$ cat config.mk
export PLATFORM = sky130hd
export DESIGN_NAME = ring_pos_monitor_flat
export DESIGN_NICKNAME = d
export VERILOG_FILES = /design/src/rtl/ring_pos_monitor_if.sv /design/src/rtl/ring_pos_monitor.sv /design/src/flat_wrapper.sv
export SDC_FILE = /design/constraint.sdc
export NUM_CORES = 1
export LEC_CHECK = 0
export CORE_MARGIN = 3
export CORE_UTILIZATION = 49
export DETAILED_ROUTE_END_ITERATION = 8
export GPL_ROUTABILITY_DRIVEN = 0
export PLACE_DENSITY = 0.77
export SLEW_MARGIN = 20
export SYNTH_ARGS = -nofsm -noshare
export SYNTH_HDL_FRONTEND = slang
export SYNTH_SLANG_ARGS = --single-unit
export TNS_END_PERCENT = 10
$ cat constraint.sdc
create_clock -name clk -period 3.26 [get_ports clk]
set_clock_uncertainty 0.05 [all_clocks]
set_input_delay 0.652 -clock clk [delete_from_list [all_inputs] [get_ports clk]]
set_output_delay 0.652 -clock clk [all_outputs]
set_load 0.005 [all_outputs]
$ cat src/rtl/ring_pos_monitor_if.sv
// rtl/ring_pos_monitor_if.sv - ring bus and monitor result signals
// Ports (grouped):
//   i_step     advance strobe shared with the ring shifter
//   i_ring     registered ring shifter output
//   i_clr_err  clear fault and resync
//   o_pos, o_pos_valid, o_lap_cnt, o_lap_tick, o_err, o_err_code  monitor results
// Modports: master drives the ring side, slave is the monitor.
interface ring_pos_monitor_if #(
    parameter int WIDTH = 4,
    parameter int LAP_W = 8
);
    localparam int POS_W = $clog2(WIDTH);

    logic             i_step;
    logic [WIDTH-1:0] i_ring;
    logic             i_clr_err;
    logic [POS_W-1:0] o_pos;
    logic             o_pos_valid;
    logic [LAP_W-1:0] o_lap_cnt;
    logic             o_lap_tick;
    logic             o_err;
    logic [1:0]       o_err_code;

    modport master (
        output i_step, i_ring, i_clr_err,
        input  o_pos, o_pos_valid, o_lap_cnt, o_lap_tick, o_err, o_err_code
    );

    modport slave (
        input  i_step, i_ring, i_clr_err,
        output o_pos, o_pos_valid, o_lap_cnt, o_lap_tick, o_err, o_err_code
    );
endinterface

$ cat src/rtl/ring_pos_monitor.sv
// rtl/ring_pos_monitor.sv - one-hot ring position decoder, lap counter and fault checker
// Ports:
//   clk  system clock
//   rst  synchronous active-high reset
//   bus  ring_pos_monitor_if.slave: step/ring/clear in, position/lap/fault out
// All outputs are registered.
module ring_pos_monitor #(
    parameter int WIDTH = 4,
    parameter int LAP_W = 8
) (
    input  logic                 clk,
    input  logic                 rst,
    ring_pos_monitor_if.slave    bus
);
    localparam int POS_W = $clog2(WIDTH);
    localparam logic [WIDTH-1:0] ONE = WIDTH'(1);

    typedef enum logic [1:0] {SYNC, TRACK, FAULT} state_t;

    state_t           state_q, state_d;
    logic             step_d_q;
    logic [WIDTH-1:0] ref_q, ref_d;
    logic [POS_W-1:0] pos_q, pos_d;
    logic             valid_q, valid_d;
    logic [LAP_W-1:0] lap_q, lap_d;
    logic             tick_q, tick_d;
    logic             err_q, err_d;
    logic [1:0]       code_q, code_d;

    logic             ring_one_hot;
    logic [POS_W-1:0] ring_idx;
    logic [WIDTH-1:0] ref_rot;
    logic [1:0]       cause;

    always_comb begin
        ring_one_hot = (bus.i_ring != '0) && ((bus.i_ring & (bus.i_ring - ONE)) == '0);
        ring_idx = '0;
        for (int i = 0; i < WIDTH; i++) begin
            if (bus.i_ring[i]) begin
                ring_idx = POS_W'(i);
            end
        end
        // What the shifter must present one cycle after a step.
        ref_rot = {ref_q[0], ref_q[WIDTH-1:1]};
    end

    always_comb begin
        state_d = state_q;
        ref_d   = ref_q;
        pos_d   = pos_q;
        valid_d = valid_q;
        lap_d   = lap_q;
        tick_d  = 1'b0;
        err_d   = err_q;
        code_d  = code_q;
        cause   = 2'b00;

        if (bus.i_clr_err) begin
            // Clear wins over anything detected this cycle; the sample is dropped.
            state_d = SYNC;
            err_d   = 1'b0;
            code_d  = 2'b00;
            valid_d = 1'b0;
        end else begin
            case (state_q)
                SYNC: begin
                    if (ring_one_hot) begin
                        ref_d   = bus.i_ring;
                        pos_d   = ring_idx;
                        valid_d = 1'b1;
                        state_d = TRACK;
                    end
                end
                TRACK: begin
                    if (!ring_one_hot) begin
                        cause = 2'b01;
                    end else if (step_d_q) begin
                        if (bus.i_ring == ref_rot) begin
                            ref_d = bus.i_ring;
                            // Power-of-two width: plain subtraction wraps mod WIDTH.
                            pos_d = pos_q - POS_W'(1);
                            if (pos_q == POS_W'(1)) begin
                                lap_d  = lap_q + LAP_W'(1);
                                tick_d = 1'b1;
                            end
                        end else begin
                            cause = 2'b10;
                        end
                    end else if (bus.i_ring != ref_q) begin
                        cause = 2'b11;
                    end
                    if (cause != 2'b00) begin
                        state_d = FAULT;
                        err_d   = 1'b1;
                        code_d  = cause;
                        valid_d = 1'b0;
                    end
                end
                FAULT: begin
                    // Sticky: first cause is kept until clear or reset.
                end
                default: state_d = SYNC;
            endcase
        end
    end

    always_ff @(posedge clk) begin
        if (rst) begin
            state_q  <= SYNC;
            step_d_q <= 1'b0;
            ref_q    <= '0;
            pos_q    <= '0;
            valid_q  <= 1'b0;
            lap_q    <= '0;
            tick_q   <= 1'b0;
            err_q    <= 1'b0;
            code_q   <= 2'b00;
        end else begin
            state_q  <= state_d;
            step_d_q <= bus.i_step;
            ref_q    <= ref_d;
            pos_q    <= pos_d;
            valid_q  <= valid_d;
            lap_q    <= lap_d;
            tick_q   <= tick_d;
            err_q    <= err_d;
            code_q   <= code_d;
        end
    end

    assign bus.o_pos       = pos_q;
    assign bus.o_pos_valid = valid_q;
    assign bus.o_lap_cnt   = lap_q;
    assign bus.o_lap_tick  = tick_q;
    assign bus.o_err       = err_q;
    assign bus.o_err_code  = code_q;
endmodule
$ cat src/flat_wrapper.sv
// flat-port wrapper written by rule: the top's interface ports become plain ports
module ring_pos_monitor_flat 
#(
    parameter int WIDTH = 4,
    parameter int LAP_W = 8
)
  (clk, rst, bus_i_step, bus_i_ring, bus_i_clr_err, bus_o_pos, bus_o_pos_valid, bus_o_lap_cnt, bus_o_lap_tick, bus_o_err, bus_o_err_code);
  ring_pos_monitor_if #(.WIDTH(WIDTH), .LAP_W(LAP_W)) bus_i ();
  input  logic clk;
  input  logic rst;
  input wire logic [$bits(bus_i.i_step)-1:0] bus_i_step;
  input wire logic [$bits(bus_i.i_ring)-1:0] bus_i_ring;
  input wire logic [$bits(bus_i.i_clr_err)-1:0] bus_i_clr_err;
  output wire logic [$bits(bus_i.o_pos)-1:0] bus_o_pos;
  output wire logic [$bits(bus_i.o_pos_valid)-1:0] bus_o_pos_valid;
  output wire logic [$bits(bus_i.o_lap_cnt)-1:0] bus_o_lap_cnt;
  output wire logic [$bits(bus_i.o_lap_tick)-1:0] bus_o_lap_tick;
  output wire logic [$bits(bus_i.o_err)-1:0] bus_o_err;
  output wire logic [$bits(bus_i.o_err_code)-1:0] bus_o_err_code;
  assign bus_i.i_step = bus_i_step;
  assign bus_i.i_ring = bus_i_ring;
  assign bus_i.i_clr_err = bus_i_clr_err;
  assign bus_o_pos = bus_i.o_pos;
  assign bus_o_pos_valid = bus_i.o_pos_valid;
  assign bus_o_lap_cnt = bus_i.o_lap_cnt;
  assign bus_o_lap_tick = bus_i.o_lap_tick;
  assign bus_o_err = bus_i.o_err;
  assign bus_o_err_code = bus_i.o_err_code;
  ring_pos_monitor #(.WIDTH(WIDTH), .LAP_W(LAP_W)) u_core (.clk(clk), .rst(rst), .bus(bus_i));
endmodule
Word-level counts from Yosys, hierarchy flattened. Index checks and enable logic that the tools add are counted.

Bits in registers: 22. Output and inout port bits: 15. Input bits: 8. Logic and storage cells: 68.

Add/subtract/negate cells: 3. Mux-type cells: 26. Reduce and logical (&&, ||, !) cells: 13. Eq/ne operators: 10. Bitwise logic cells: 7.

Operators with widths (count): two-way mux 2 bit (14); two-way mux 4 bit (4); AND reduction 6 bit (2); != test 2 x 1 -> 1 bit, second input constant (5); adder 8 x 1 -> 8 bit, second input constant (1); one-hot mux 4 bit (2 select lines) (1); NOT 1 bit (6); one-hot mux 2 bit (3 select lines) (1); AND reduction 3 bit (2); OR reduction 6 bit (1); bitwise AND 4 bit (1); == test 2 x 1 -> 1 bit, second input constant (2); == test 4 bit (1); logical NOT 4 bit (1); two-way mux 1 bit (4); != test 4 bit (1); one-hot mux 2 bit (2 select lines) (1); nonzero test 2 bit (2); nonzero test 4 bit (1); subtractor 4 x 1 -> 4 bit, second input constant (1); == test 2 bit, second input constant (1); logical NOT 2 bit (1); one-hot mux 1 bit (2 select lines) (1); AND reduction 2 bit (1); other kinds (3) (3).

Depth between registers and ports, before layout. Gate-level depths: netlist of run 1.

Depth in word-level cells: 10. Mapped depth: 7. Depth with buffers taken out: 6.

Worst setup path after synthesis of run 1. No wires, ideal clock.

Path type: input to register. From: in bus_i_ring[3]. To: reg u_core.lap_q[5] (netlist: u_core.bus.o_lap_cnt[5]). Required time: 3.140 ns. Stages on the path: 6. Arrival time: 2.368 ns. Slack: 0.771 ns. Setup time: 0.070 ns. Path buffers: 1. Cells stage by stage: buf_2 > nor4b_1 > a211oi_1 > or4_4 > or4_1 > a21oi_1.

Longest elaborated chain between the ends: 5. Elaborated cells between the ends (all ways): 7. Those cells by class: 1 x add/sub; 1 x eq/ne; 1 x bitwise; 4 x reduce/logical.

RTL lines: start, declared (line flat_wrapper.sv:12) `input wire logic [$bits(bus_i.i_ring)-1:0] bus_i_ring;`; subtractor 4 x 1 -> 4 bit (line ring_pos_monitor.sv:36) `ring_one_hot = (bus.i_ring != '0) && ((bus.i_ring & (bus.i_ring - ONE)) == '0);`; bitwise AND 4 bit (line ring_pos_monitor.sv:36); logical NOT 4 bit (line ring_pos_monitor.sv:36); logical AND 1 bit (line ring_pos_monitor.sv:36); AND reduction 6 bit (no source line) *; end signal, assigned (line ring_pos_monitor.sv:124) `lap_q <= lap_d;`; end, declared (line ring_pos_monitor.sv:25) `logic [LAP_W-1:0] lap_q, lap_d;`.

Mark *: on every way between the ends. The rest lies on a longest branch, timed or not. A chain may end at the register's enable or synchronous reset.

Final worst setup path of run 1.
From: in bus_i_ring[2]. To: reg u_core.lap_q[5] (netlist: u_core.bus.o_lap_cnt[5]).

Same word-level chain as after synthesis.

==> impl_metrics.csv, run 1 <==
group,metric,value,unit
outcome,status,"finished, final reports clean",
timing,period_share,85.6,%
synth,syn_nets,142,
route,drc_errors,0,
clock_network,clockRootBuffer,"clkbuf_4",
power_and_ir_drop,cellLeakagePower,0.485,nW
clock_network,cts_tree,"done",
floorplan,die_w,53.4,um
timing,fmaxAchievable,0.358,GHz
final_layout,final_cell_mix,"22 x clkdlybuf4s50_1, 22 x dfxtp_1, 14 x a21oi_1",
synth,synth_cells,132,
synth,yosys.area.top_type,"dfxtp_1",
clock_network,ctsResizeCount,0,
synth,synth.yosys.warnings,0,
power_and_ir_drop,ir_worst_vdd,0.000262,V
synth,synth-compound-area-share,20.7,%
global_route,grt_pass1_vias,947,
timing,setup_viol_count_final,0,
synth,synthMuxAreaShare,0.908,%
route,wirelength,2430,um
timing,setup_tns,0,ns
power_and_ir_drop,finalPower,0.556,mW
synth,synth_top_area_share,40.0,%
global_route,grt_pass1_wl,4220,um
timing,rsz0062_at_grt,"false",
worst_setup_path,worstSetupStartpointType,"input port",
route,drtIter0Drc,16,
timing,hold_violations,0,
timing,timing.hold.ws,0.411,ns
route,ant_nets,0,
clock_network,clkLatencyLatePin,0.31,ns
worst_setup_path,path_buf_inv,1,
synth,synth_flop_cell,"dfxtp_1",
clock_network,hold_buffers,0,
final_layout,layout-drive-gt1-share,5.84,%
floorplan,rows,16,
floorplan,io_pins,23,
synth,async_flop_share,0,%
clock_network,post_cts_buffers,0,
power_and_ir_drop,power_density,398,mW/mm^2
synth,synth_xor_area_share,7.95,%
worst_setup_path,crit_path_max_incr_delay,0.67,ns
route,routed_via_density,5.69,
timing,slew_headroom,63.5,%
floorplan,die_h,53.4,um
worst_setup_path,crit_required,3.46,ns
synth,synth_cell_type_count,35,
final_layout,areaGrowthSynthToFinish,26.7,%
route,wire_per_inst,13.4,um
synth,yosysSeqAreaShare,40.0,%
global_route,track_usage,20.4,%
placement,place_ws,0.172,ns
timing,worst_pin_slew,0.543,ns
synth,yosys.area_share.simple,23.7,%
worst_setup_path,cp_top_family,"simple AND/OR/NAND/NOR gates",
global_route,grt.overflow.total,0,
worst_setup_path,cp_max_fo,15,
synth,yosys-top-cells-area,"dfxtp_1 40%, a21oi_1 6.4%, o21ai_0 5.0%",
worst_setup_path,arrival,3.00,ns
placement,dp_hpwl,1790,um
synth,synth_top_family_by_area,"simple AND/OR/NAND/NOR gates",
min_path,hold_path_class,"flop to flop",
global_route,antenna_found_initial,0,
clock_network,cts_made_buffers,3,
synth,synth-edff-count,0,
placement,port-buffer-count,22,
synth,yosys.area_share.adder,2.27,%
timing,period_needed,2.79,ns
floorplan,die_area,0.00285,sq mm
clock_network,htreeDepth,1,
clock_network,cts_sinks,22,
worst_setup_path,crit_slowest_cell,"or4_4",
worst_setup_path,worstSetupPathType,"input port to flop",
floorplan,core_area,0.00204,sq mm
synth,netlist_area,0.00110,sq mm
clock_network,path_clk_slew,0.13,ns
route,dr.pass1.iters,4,
timing,setup_ws,0.469,ns
synth,synth_seq_cells,22,
final_layout,final_net_count,165,
worst_setup_path,endpoint_kind,"flop",
route,vias,1030,
job,max-cap-violations,0,
synth,avgSynthCellArea,8.35,sq um
final_layout,diodes,0,
clock_network,clk_path_buf_depth,2,
timing,slew_violations,0,
worst_setup_path,worstPathCellList,"clkdlybuf4s50_1 > xnor2_1 > nand3_1 > or4_4 > or4_1 > a21oi_1",
floorplan,initial_core_util,54.0,%
global_route,grt_max_degree,16,
==> registers in the layout (all words and copies together) (netlist names) <==
| signal | count |
|---|---|
| u_core.ref_q | 4 |
| u_core.bus.o_err | 1 |
| u_core.bus.o_err_code | 2 |
| u_core.state_q | 2 |
| u_core.bus.o_lap_cnt | 8 |
| u_core.bus.o_pos | 2 |
| u_core.step_d_q | 1 |
| u_core.bus.o_lap_tick | 1 |
| u_core.bus.o_pos_valid | 1 |
==> tightest hold or removal path, cell delays in order, from the launching register on <==
cell     delay [ns]
dfxtp_1        0.33
inv_1          0.05
a21oi_1        0.05
==> per-stage QoR <==
stage | util (%) | instances | area, sq um
3_5_place_dp | 65.8 | 177 | 1340
4_1_cts | 68.4 | 181 | 1400
3_3_place_gp | 65.8 | 177 | 1340
5_1_grt | 68.4 | 181 | 1400
2_1_floorplan | - | 132 | 1100
6_report | 68.4 | 181 | 1400
==> final cells by class <==
class                   instances  area (sq um)
fillers                       186           646
multi-input cells              98           612
flip-flops and latches         22           440
repair buffers                 24           235
well taps                      27          33.8
clock inverters                 1          30.0
clock buffers                   3          22.5
inverters                       6          22.5
==> kinds of logic after synthesis <==
kind of cell             Yosys count
adder cells (fa/ha/maj)            2
AO/OA/AOI/OAI                     37
buffers and inverters             12
XOR/XNOR                          10
flip-flops                        22
AND/OR/NAND/NOR                   48
multiplexers                       1
==> synthesized netlist by cell type (2+ instances only) <==
cell type	count
dfxtp_1	22
a21oi_1	14
o21ai_0	11
nor2_1	10
nand3_1	8
or3_1	7
inv_1	6
xor2_1	6
nand2_1	5
buf_2	4
nand2b_1	4
xnor2_1	4
nor3_1	3
a211oi_1	2
clkbuf_1	2
ha_1	2
nor2b_1	2
nor4b_1	2
o31ai_1	2
==> metal layers <==
layer / track usage [%] / wire [um] / vias to the layer above
met4: 10.6 / 42 / 0
met5: 0 / 0 / -
met2: 30.8 / 1110 / 22
met3: 5.07 / 93 / 4
li1: - / - / 522
met1: 26.5 / 1180 / 482
==> report_power, final <==
| part | switching, mW | internal, mW | total, mW |
|---|---|---|---|
| clock network | 0.0875 | 0.124 | 0.212 |
| logic | 0.0320 | 0.0312 | 0.0632 |
| registers | 0.00615 | 0.275 | 0.281 |
==> worst paths after layout <==
check | from | to | slack (ns) | depth (start not counted)
worst max register to register | u_core.state_q[0] | u_core.bus.o_lap_cnt[5] | 0.93 | 5
worst min register to register | u_core.bus.o_err | u_core.bus.o_err | 0.41 | 2
worst min-delay path | u_core.bus.o_err | u_core.bus.o_err | 0.41 | 2
worst max-delay path | bus_i_ring[2] | u_core.bus.o_lap_cnt[5] | 0.47 | 6
(Power assumes the default switching activity.)
==> inputs of run 2 (changes only) <==
--- a/config.mk
+++ b/config.mk
@@ -9,8 +9,8 @@
 export CORE_UTILIZATION = 49
 export DETAILED_ROUTE_END_ITERATION = 8
 export GPL_ROUTABILITY_DRIVEN = 0
+export GPL_TIMING_DRIVEN = 0
 export PLACE_DENSITY = 0.77
-export SLEW_MARGIN = 20
 export SYNTH_ARGS = -nofsm -noshare
 export SYNTH_HDL_FRONTEND = slang
 export SYNTH_SLANG_ARGS = --single-unit
==> impl_metrics.csv, run 2 (same netlist as run 1, synthesis figures left out) <==
group,metric,value,unit
worst_setup_path,cp_max_fo,10,
worst_setup_path,crit_path_max_incr_delay,0.56,ns
timing,hold_violations,0,
route,drc_errors,0,
final_layout,areaGrowthSynthToFinish,22.4,%
placement,placed_cells,178,
timing,setup_viol_count_final,0,
timing,timing.hold.ws,0.414,ns
placement,dp_hpwl,1810,um
timing,rsz0062_at_grt,"false",
power_and_ir_drop,ir_worst_vdd,0.000190,V
timing,period_share,84.3,%
worst_setup_path,crit_required,3.46,ns
worst_setup_path,worstPathCellList,"clkdlybuf4s50_1 > nor4b_1 > a211oi_1 > or4_4 > buf_2 > or3_1 > a21oi_1",
worst_setup_path,crit_slowest_cell,"or4_4",
clock_network,clk_path_buf_depth,2,
worst_setup_path,path_buf_inv,2,
floorplan,die_w,53.4,um
route,wirelength,2450,um
timing,period_needed,2.75,ns
power_and_ir_drop,finalPower,0.465,mW
clock_network,cts_made_buffers,3,
global_route,grt_max_degree,12,
final_layout,layout-drive-gt1-share,6.49,%
floorplan,die_h,53.4,um
clock_network,cts_sinks,22,
clock_network,htreeDepth,1,
global_route,grt_pass1_wl,4040,um
route,dr.pass1.iters,5,
final_layout,largest_register_ffs,8,
route,ant_nets,0,
job,max-cap-violations,0,
power_and_ir_drop,power_density,345,mW/mm^2
clock_network,ctsResizeCount,0,
timing,slew_headroom,48.2,%
floorplan,rows,16,
min_path,hold_path_class,"flop to flop",
final_layout,final_net_count,166,
final_layout,diodes,0,
final_layout,layoutNonFillerInstCount,181,
route,vias,1043,
global_route,grt.overflow.total,0,
timing,fmaxAchievable,0.364,GHz
placement,port-buffer-count,19,
timing,worst_pin_slew,0.772,ns
route,wire_per_inst,13.5,um
final_layout,layout_commonest_cell,"dfxtp_1",
clock_network,post_cts_buffers,0,
clock_network,path_clk_slew,0.12,ns
worst_setup_path,worstSetupPathType,"input port to flop",
outcome,status,"finished, final reports clean",
floorplan,core_area,0.00204,sq mm
global_route,track_usage,19.1,%
worst_setup_path,endpoint_kind,"flop",
worst_setup_path,cp_top_family,"simple AND/OR/NAND/NOR gates",
clock_network,clkLatencyLatePin,0.31,ns
global_route,antenna_found_initial,0,
worst_setup_path,worstSetupStartpointType,"input port",
floorplan,io_pins,23,
floorplan,die_area,0.00285,sq mm
clock_network,cts_tree,"done",
timing,slew_violations,0,
worst_setup_path,arrival,2.94,ns
floorplan,initial_core_util,54.0,%
timing,setup_tns,0,ns
global_route,grt_pass1_vias,966,
clock_network,hold_buffers,0,
clock_network,clockRootBuffer,"clkbuf_4",
power_and_ir_drop,cellLeakagePower,0.466,nW
route,drtIter0Drc,34,
final_layout,final_cell_mix,"22 x dfxtp_1, 19 x clkdlybuf4s50_1, 14 x a21oi_1",
route,routed_via_density,5.76,
## run 2: cell types whose count changed in the layout (fill, tap and decap cells not counted), sizes merged
cell           delta
bufinv            -1
clkdlybuf4s50     -3
buf               +2
clkbuf            +2
## run 2: through the flow
| step | instance area (sq um) | utilization (%) | setup WS, ns |
|---|---|---|---|
| after floorplan | 1100 | - | 0.771 |
| after global placement | 1330 | 65.0 | 0.240 |
| after detailed placement | 1330 | 65.0 | 0.188 |
| after CTS | 1350 | 66.1 | 0.505 |
| after global routing | 1350 | 66.1 | 0.416 |
| final | 1350 | 66.1 | 0.513 |
## run 2: path summary, 6_finish.rpt
path                startpoint  slack [ns]  depth (start not counted)                       to
min           u_core.bus.o_err        0.41                          2         u_core.bus.o_err
max              bus_i_ring[0]        0.51                          7  u_core.bus.o_lap_cnt[2]
max reg2reg  u_core.state_q[0]        1.06                          6  u_core.bus.o_lap_cnt[2]
min reg2reg   u_core.bus.o_err        0.41                          2         u_core.bus.o_err
## run 2: per-layer routing
| metal | vias up | global-route usage, % | wire length [um] |
|---|---|---|---|
| li1 | 520 | - | - |
| met1 | 472 | 24.9 | 1110 |
| met2 | 42 | 29.8 | 1130 |
| met3 | 9 | 4.23 | 151 |
| met4 | 0 | 8.09 | 55 |
| met5 | - | 0 | 0 |
## run 2: worst min-delay path, stage by stage (launching register included)
cell and delay (ns):
dfxtp_1 0.33, inv_1 0.05, a21oi_1 0.05
## run 2: final cells by class
cell class | instances | area, sq um
Timing Repair Buffer | 19 | 190
Inverter | 6 | 22.5
Buffer | 6 | 27.5
Multi-Input combinational cell | 98 | 612
Tap cell | 27 | 33.8
Sequential cell | 22 | 440
Clock buffer | 3 | 22.5
Fill cell | 188 | 693
## run 2: power by group
part           internal, mW  total, mW  switching (mW)  leakage, nW
Combinational        0.0278     0.0606          0.0328        0.274
Clock                0.0432      0.124          0.0808       0.0138
Sequential            0.275      0.281         0.00586        0.178
Total                 0.346      0.465           0.119        0.466
==> variant 1: new RTL, settings of run 1 <==
Re-encode `state_t` (3 states) as one-hot, 3 bits wide.
--- a/src/rtl/ring_pos_monitor.sv
+++ b/src/rtl/ring_pos_monitor.sv
@@ -17,3 +17,3 @@
 
-    typedef enum logic [1:0] {SYNC, TRACK, FAULT} state_t;
+    typedef enum logic [2:0] {SYNC = 3'b001, TRACK = 3'b010, FAULT = 3'b100} state_t;
 
Formal check against the unedited RTL: no difference found for any inputs over 10 cycles, from zero or initial values and one cycle with rst high; not proved beyond that.
==> variant 1 against run 1 <==
Design area increased by 8.2%; hold slack improved by 19 ps; sequential cell count increased by 1; combinational power increased by 20%; area after synthesis increased by 16%; worst setup slack improved by 37 ps; sequential share of layout area decreased by 1.1 points; critical endpoint is now u_core.bus.o_lap_cnt[3]; total power decreased by 9.6%; routed wire length increased by 19%.
==> variant 1: results (changes against run 1) <==
Setup path
  • Reg-to-Reg End: u_core.bus.o_lap_cnt[3]
  • Reg2Reg Depth: 6 (+1)
  • R2r setup slk: 1100 ps (+170 ps)
  • R2r startpoint: u_core.state_q[1]
  • CP max-delay cell: clkdlybuf4s50_1
  • Critical Path Max Stage Delay: 740 ps (+70 ps)

Place
  • Post-DP HPWL: 2.13 mm (+19%)
  • Area after DPL: 1480 um2 (+10%)

Cells and area
  • Final Net Count: 176 (+6.7%)
  • Fill count: 200 (+7.5%)
  • Layout cells sized above 1: 0.0848 (+0.0264)

Synthesis
  • Post-synth top cells: dfxtp_1, a21oi_1, nand3_1, o31ai_1, xnor2_1
  • Syn nets: 155 (+9.2%)
  • Sequential-to-total area share from yosys stat: 0.361 (-0.0388)
  • Library cells used by synthesis: 40 (+14%)

Power
  • VDD IR max: 0.000315 V (+21%)
  • Leakage: 0.000485 uW (about the same)

GRT
  • Global-route wire length before repair: 5.02 mm (+19%)
  • Vias in the first global route: 1094 (+16%)
  • Global-route total usage across every layer: 0.192 (-0.0129)
  • Largest net degree at the start of global routing: 23 (+7)

Timing
  • Final hold slack: 430 ps (+18.7 ps)
  • Slew @ Worst Pin: 688 ps (+144 ps)

Route
  • WL final: 2.89 mm (+19%)

Outcome
  • Result of the run: finished clean
[variant 1: changes by cell type after synthesis, sizes merged, moves of 3 or more]
| cell | change |
|---|---|
| and3 | +3 |
| buf | +3 |
| nand2 | -3 |
| nand3 | +4 |
| o31ai | +7 |
| or3 | -5 |
| or4 | +4 |
| xnor2 | +5 |
| xor2 | -5 |
[variant 1: stage by stage]
stage          setup WS, ps  std cells   util
3_5_place_dp            215        189  0.633
5_1_grt                 418        193  0.646
2_1_floorplan           952        145      -
4_1_cts                 536        193  0.646
3_3_place_gp            302        189  0.633
6_report                505        193  0.646
[variant 1: how the worst max path moves through the flow]
stage	cells after the start	start	endpoint	slack, ps
after CTS	6	bus_i_ring[3]	u_core.bus.o_lap_cnt[6]	540
after floorplan	8	bus_i_ring[1]	u_core.bus.o_lap_cnt[2]	950
after detailed placement	6	bus_i_ring[3]	u_core.bus.o_lap_cnt[6]	220
after global placement	6	bus_i_ring[3]	u_core.bus.o_lap_cnt[7]	300
after global routing	6	bus_i_ring[3]	u_core.bus.o_lap_cnt[6]	420
final	6	bus_i_ring[3]	u_core.bus.o_lap_cnt[3]	510
[variant 1: critical path: cells and delay by family]
kind | cells | cell delay, ps
simple gates | 2 | 1070
buf+inv | 1 | 740
compound gates | 2 | 250
xor+xnor | 1 | 230
[variant 1: where the power goes]
part,internal (uW),total (uW),switching [uW]
clock network,46.8,135,87.8
logic,33.8,75.6,41.7
registers,287,293,5.90
total,367,503,135
[variant 1: layout make-up]
cell class              count  area share
clock buffers               3      0.0149
well taps                  28      0.0232
multi-input cells         107       0.474
inverters                   5      0.0124
repair buffers             26       0.166
clock inverters             1     0.00497
flip-flops and latches     23       0.305
[variant 1: metal layers]
layer | vias up | wire length [um] | global-route usage | share of wire
li1 | 575 | - | - | -
met1 | 547 | 1380 | 0.271 | 0.48
met2 | 18 | 1400 | 0.302 | 0.48
met3 | 2 | 90 | 0.0317 | 0.031
met4 | 0 | 23 | 0.0497 | 0.0080
met5 | - | 0 | 0 | 0
[variant 1: kinds of logic (layout without fill, tap and decap cells)]
group,count (synthesis),in the layout,synth area share
XOR/XNOR,10,10,0.0686
AND/OR/NAND/NOR,52,52,0.261
adder cells (fa/ha/maj),2,2,0.0196
buffers and inverters,15,35,0.0774
flip-flops,23,23,0.361
AO/OA/AOI/OAI,43,43,0.213
==> variant 2: new RTL, settings of run 1 <==
Made on the original files. `WIDTH` is set to 4 in 3 places; all go to 8.
--- a/src/rtl/ring_pos_monitor_if.sv
+++ b/src/rtl/ring_pos_monitor_if.sv
@@ -8,3 +8,3 @@
 interface ring_pos_monitor_if #(
-    parameter int WIDTH = 4,
+    parameter int WIDTH = 8,
     parameter int LAP_W = 8
--- a/src/rtl/ring_pos_monitor.sv
+++ b/src/rtl/ring_pos_monitor.sv
@@ -7,3 +7,3 @@
 module ring_pos_monitor #(
-    parameter int WIDTH = 4,
+    parameter int WIDTH = 8,
     parameter int LAP_W = 8
--- a/src/flat_wrapper.sv
+++ b/src/flat_wrapper.sv
@@ -3,3 +3,3 @@
 #(
-    parameter int WIDTH = 4,
+    parameter int WIDTH = 8,
     parameter int LAP_W = 8
Interface: changed (resized bus_i_ring and bus_o_pos); port bits go from 23 to 28. The function was not compared with the original's and may differ.
==> variant 2 against run 1 <==
Sequential power up 20%; sequential cell count up 5; via count up 47%; area after synthesis up 45%; total power up 1.7%; worst setup slack worse by 33 ps; design area up 38%; synthesized cell count up 45%; fmax down 1.2%; routed wire length up 59%; largest cell class unchanged; critical path depth up 1; sequential share of layout area down 3.5 points; highest routed layer unchanged; largest power group unchanged.
==> variant 2: results (changes against run 1) <==
Synthesis
  • Library cells used by synthesis: 44 (+26%)
  • Mux cell area share after synthesis: 0.00627 (-0.00281)
  • Ys async rst share: 0 (unchanged)
  • XOR/XNOR Fraction of Synth Area: 0.103 (+0.0233)
  • Syn nets: 206 (+45%)
  • Syn Inst Count: 191 (+45%)
  • Synth top area cells: dfxtp_1, a21oi_1, xor2_1, o21ai_0, nand3_1
  • Sequential-to-total area share from yosys stat: 0.339 (-0.0607)
  • Average cell area after synthesis: 8.35 um2 (about the same)
  • Post-synth top cells: dfxtp_1, a21oi_1, o21ai_0, nand3_1
  • Post-synthesis compound-gate area fraction: 0.232 (+0.0256)
  • Adder-cell share of the synthesized area: 0.0235 (+0.000828)

Place
  • Area after DPL: 1900 um2 (+41%)
  • Placed insts: 254 (+44%)
  • Port-buffer cells: 27 (+23%)
  • Post-placement setup slack: 91.2 ps (-81.3 ps)
  • Post-DP HPWL: 2.88 mm (+61%)

Route
  • Via Count: 1510 (+47%)
  • DR iter-0 viols: 83 (+67)
  • Met1 wire length: 1.72 mm (+46%)
  • Routed wl met3: 224 um (+140%)
  • Met2 routed WL: 1.88 mm (+69%)
  • Avg WL per Cell: 15.0 um (+12%)
  • DR vias/cell: 5.85 (+2.8%)

Cells and area
  • Clk tree area frac: 0.0156 (-0.0220)
  • Final Net Count: 230 (+39%)
  • P&R area growth vs syn: 20.8%
  • Layout cells sized above 1: 0.107 (+0.0490)
  • Multi-input combinational area share: 0.488 (+0.0501)
  • Buffers excl. clock: 35 (+46%)
  • Signal inverters: 8 (+2)
  • Number of diodes: 0 (unchanged)
  • Fill count: 272 (+46%)
  • Data buffer area share: 0.171 (+0.00297)
  • FF/Latch Area: 541 um2 (+23%)
  • Comb_multi_in: 140 (+43%)

GRT
  • Global-route total usage across every layer: 0.209 (+0.00465)
  • Vias in the first global route: 1436 (+52%)
  • Largest net degree at the start of global routing: 24 (+8)
  • Met3 Resource Use GR: 0.0410 (-0.00971)
  • Global-route wire length before repair: 6.72 mm (+59%)
  • Met2 usage: 0.335 (+0.0265)
  • Met1 GRT Util: 0.272 (+0.00717)

Power
  • Leakage: 0.000631 uW (+30%)
  • VDD IR max: 0.000226 V (-14%)

Timing
  • Slew margin rel.: 0.528 (-0.107)
  • Final worst path period need: 2820 ps (+33.2 ps)

Setup path
  • Critical Path Max Stage Delay: 720 ps (+50 ps)
  • Max FO, Critical Path: 9 (-6)
  • Reg2Reg Depth: 6 (+1)
  • CP max-delay cell: clkdlybuf4s50_1
  • WP data arrival: 3060 ps (+60 ps)
  • R2r startpoint: u_core.ref_q[2]
  • Critical Path Sink: u_core.bus.o_lap_cnt[7]
  • R2r setup slk: 1080 ps (+150 ps)

Clocking
  • Worst-path clk slew: 160 ps (+30 ps)
  • Skew-Pair Late Insertion Delay: 340 ps (+30 ps)
  • CTS root buf: clkbuf_4
  • CTS sink count: 27 (+23%)

Outcome
  • Result of the run: finished clean
variant 2: logic make-up after synthesis:
group           after synthesis
flops                        27
buf+inv                      24
compound gates               60
mux                           1
xor+xnor                     17
fa+ha+maj                     3
simple gates                 59
variant 2: how the worst min path moves through the flow:
| stage | endpoint | slack (ps) | depth (start not counted) |
|---|---|---|---|
| 2_1_floorplan | u_core.bus.o_err | 390 | 2 |
| 3_3_place_gp | u_core.bus.o_err | 390 | 2 |
| 3_5_place_dp | u_core.bus.o_err | 400 | 2 |
| 4_1_cts | u_core.bus.o_err | 420 | 2 |
| 5_1_grt | u_core.bus.o_err | 460 | 2 |
| 6_report | u_core.bus.o_err | 420 | 2 |
variant 2: power by group:
| group | internal (uW) | leakage [uW] | switching, uW |
|---|---|---|---|
| registers | 333 | 0.000218 | 2.94 |
| logic | 34.2 | 0.000400 | 42.5 |
| clock network | 47.2 | 0.0000139 | 106 |
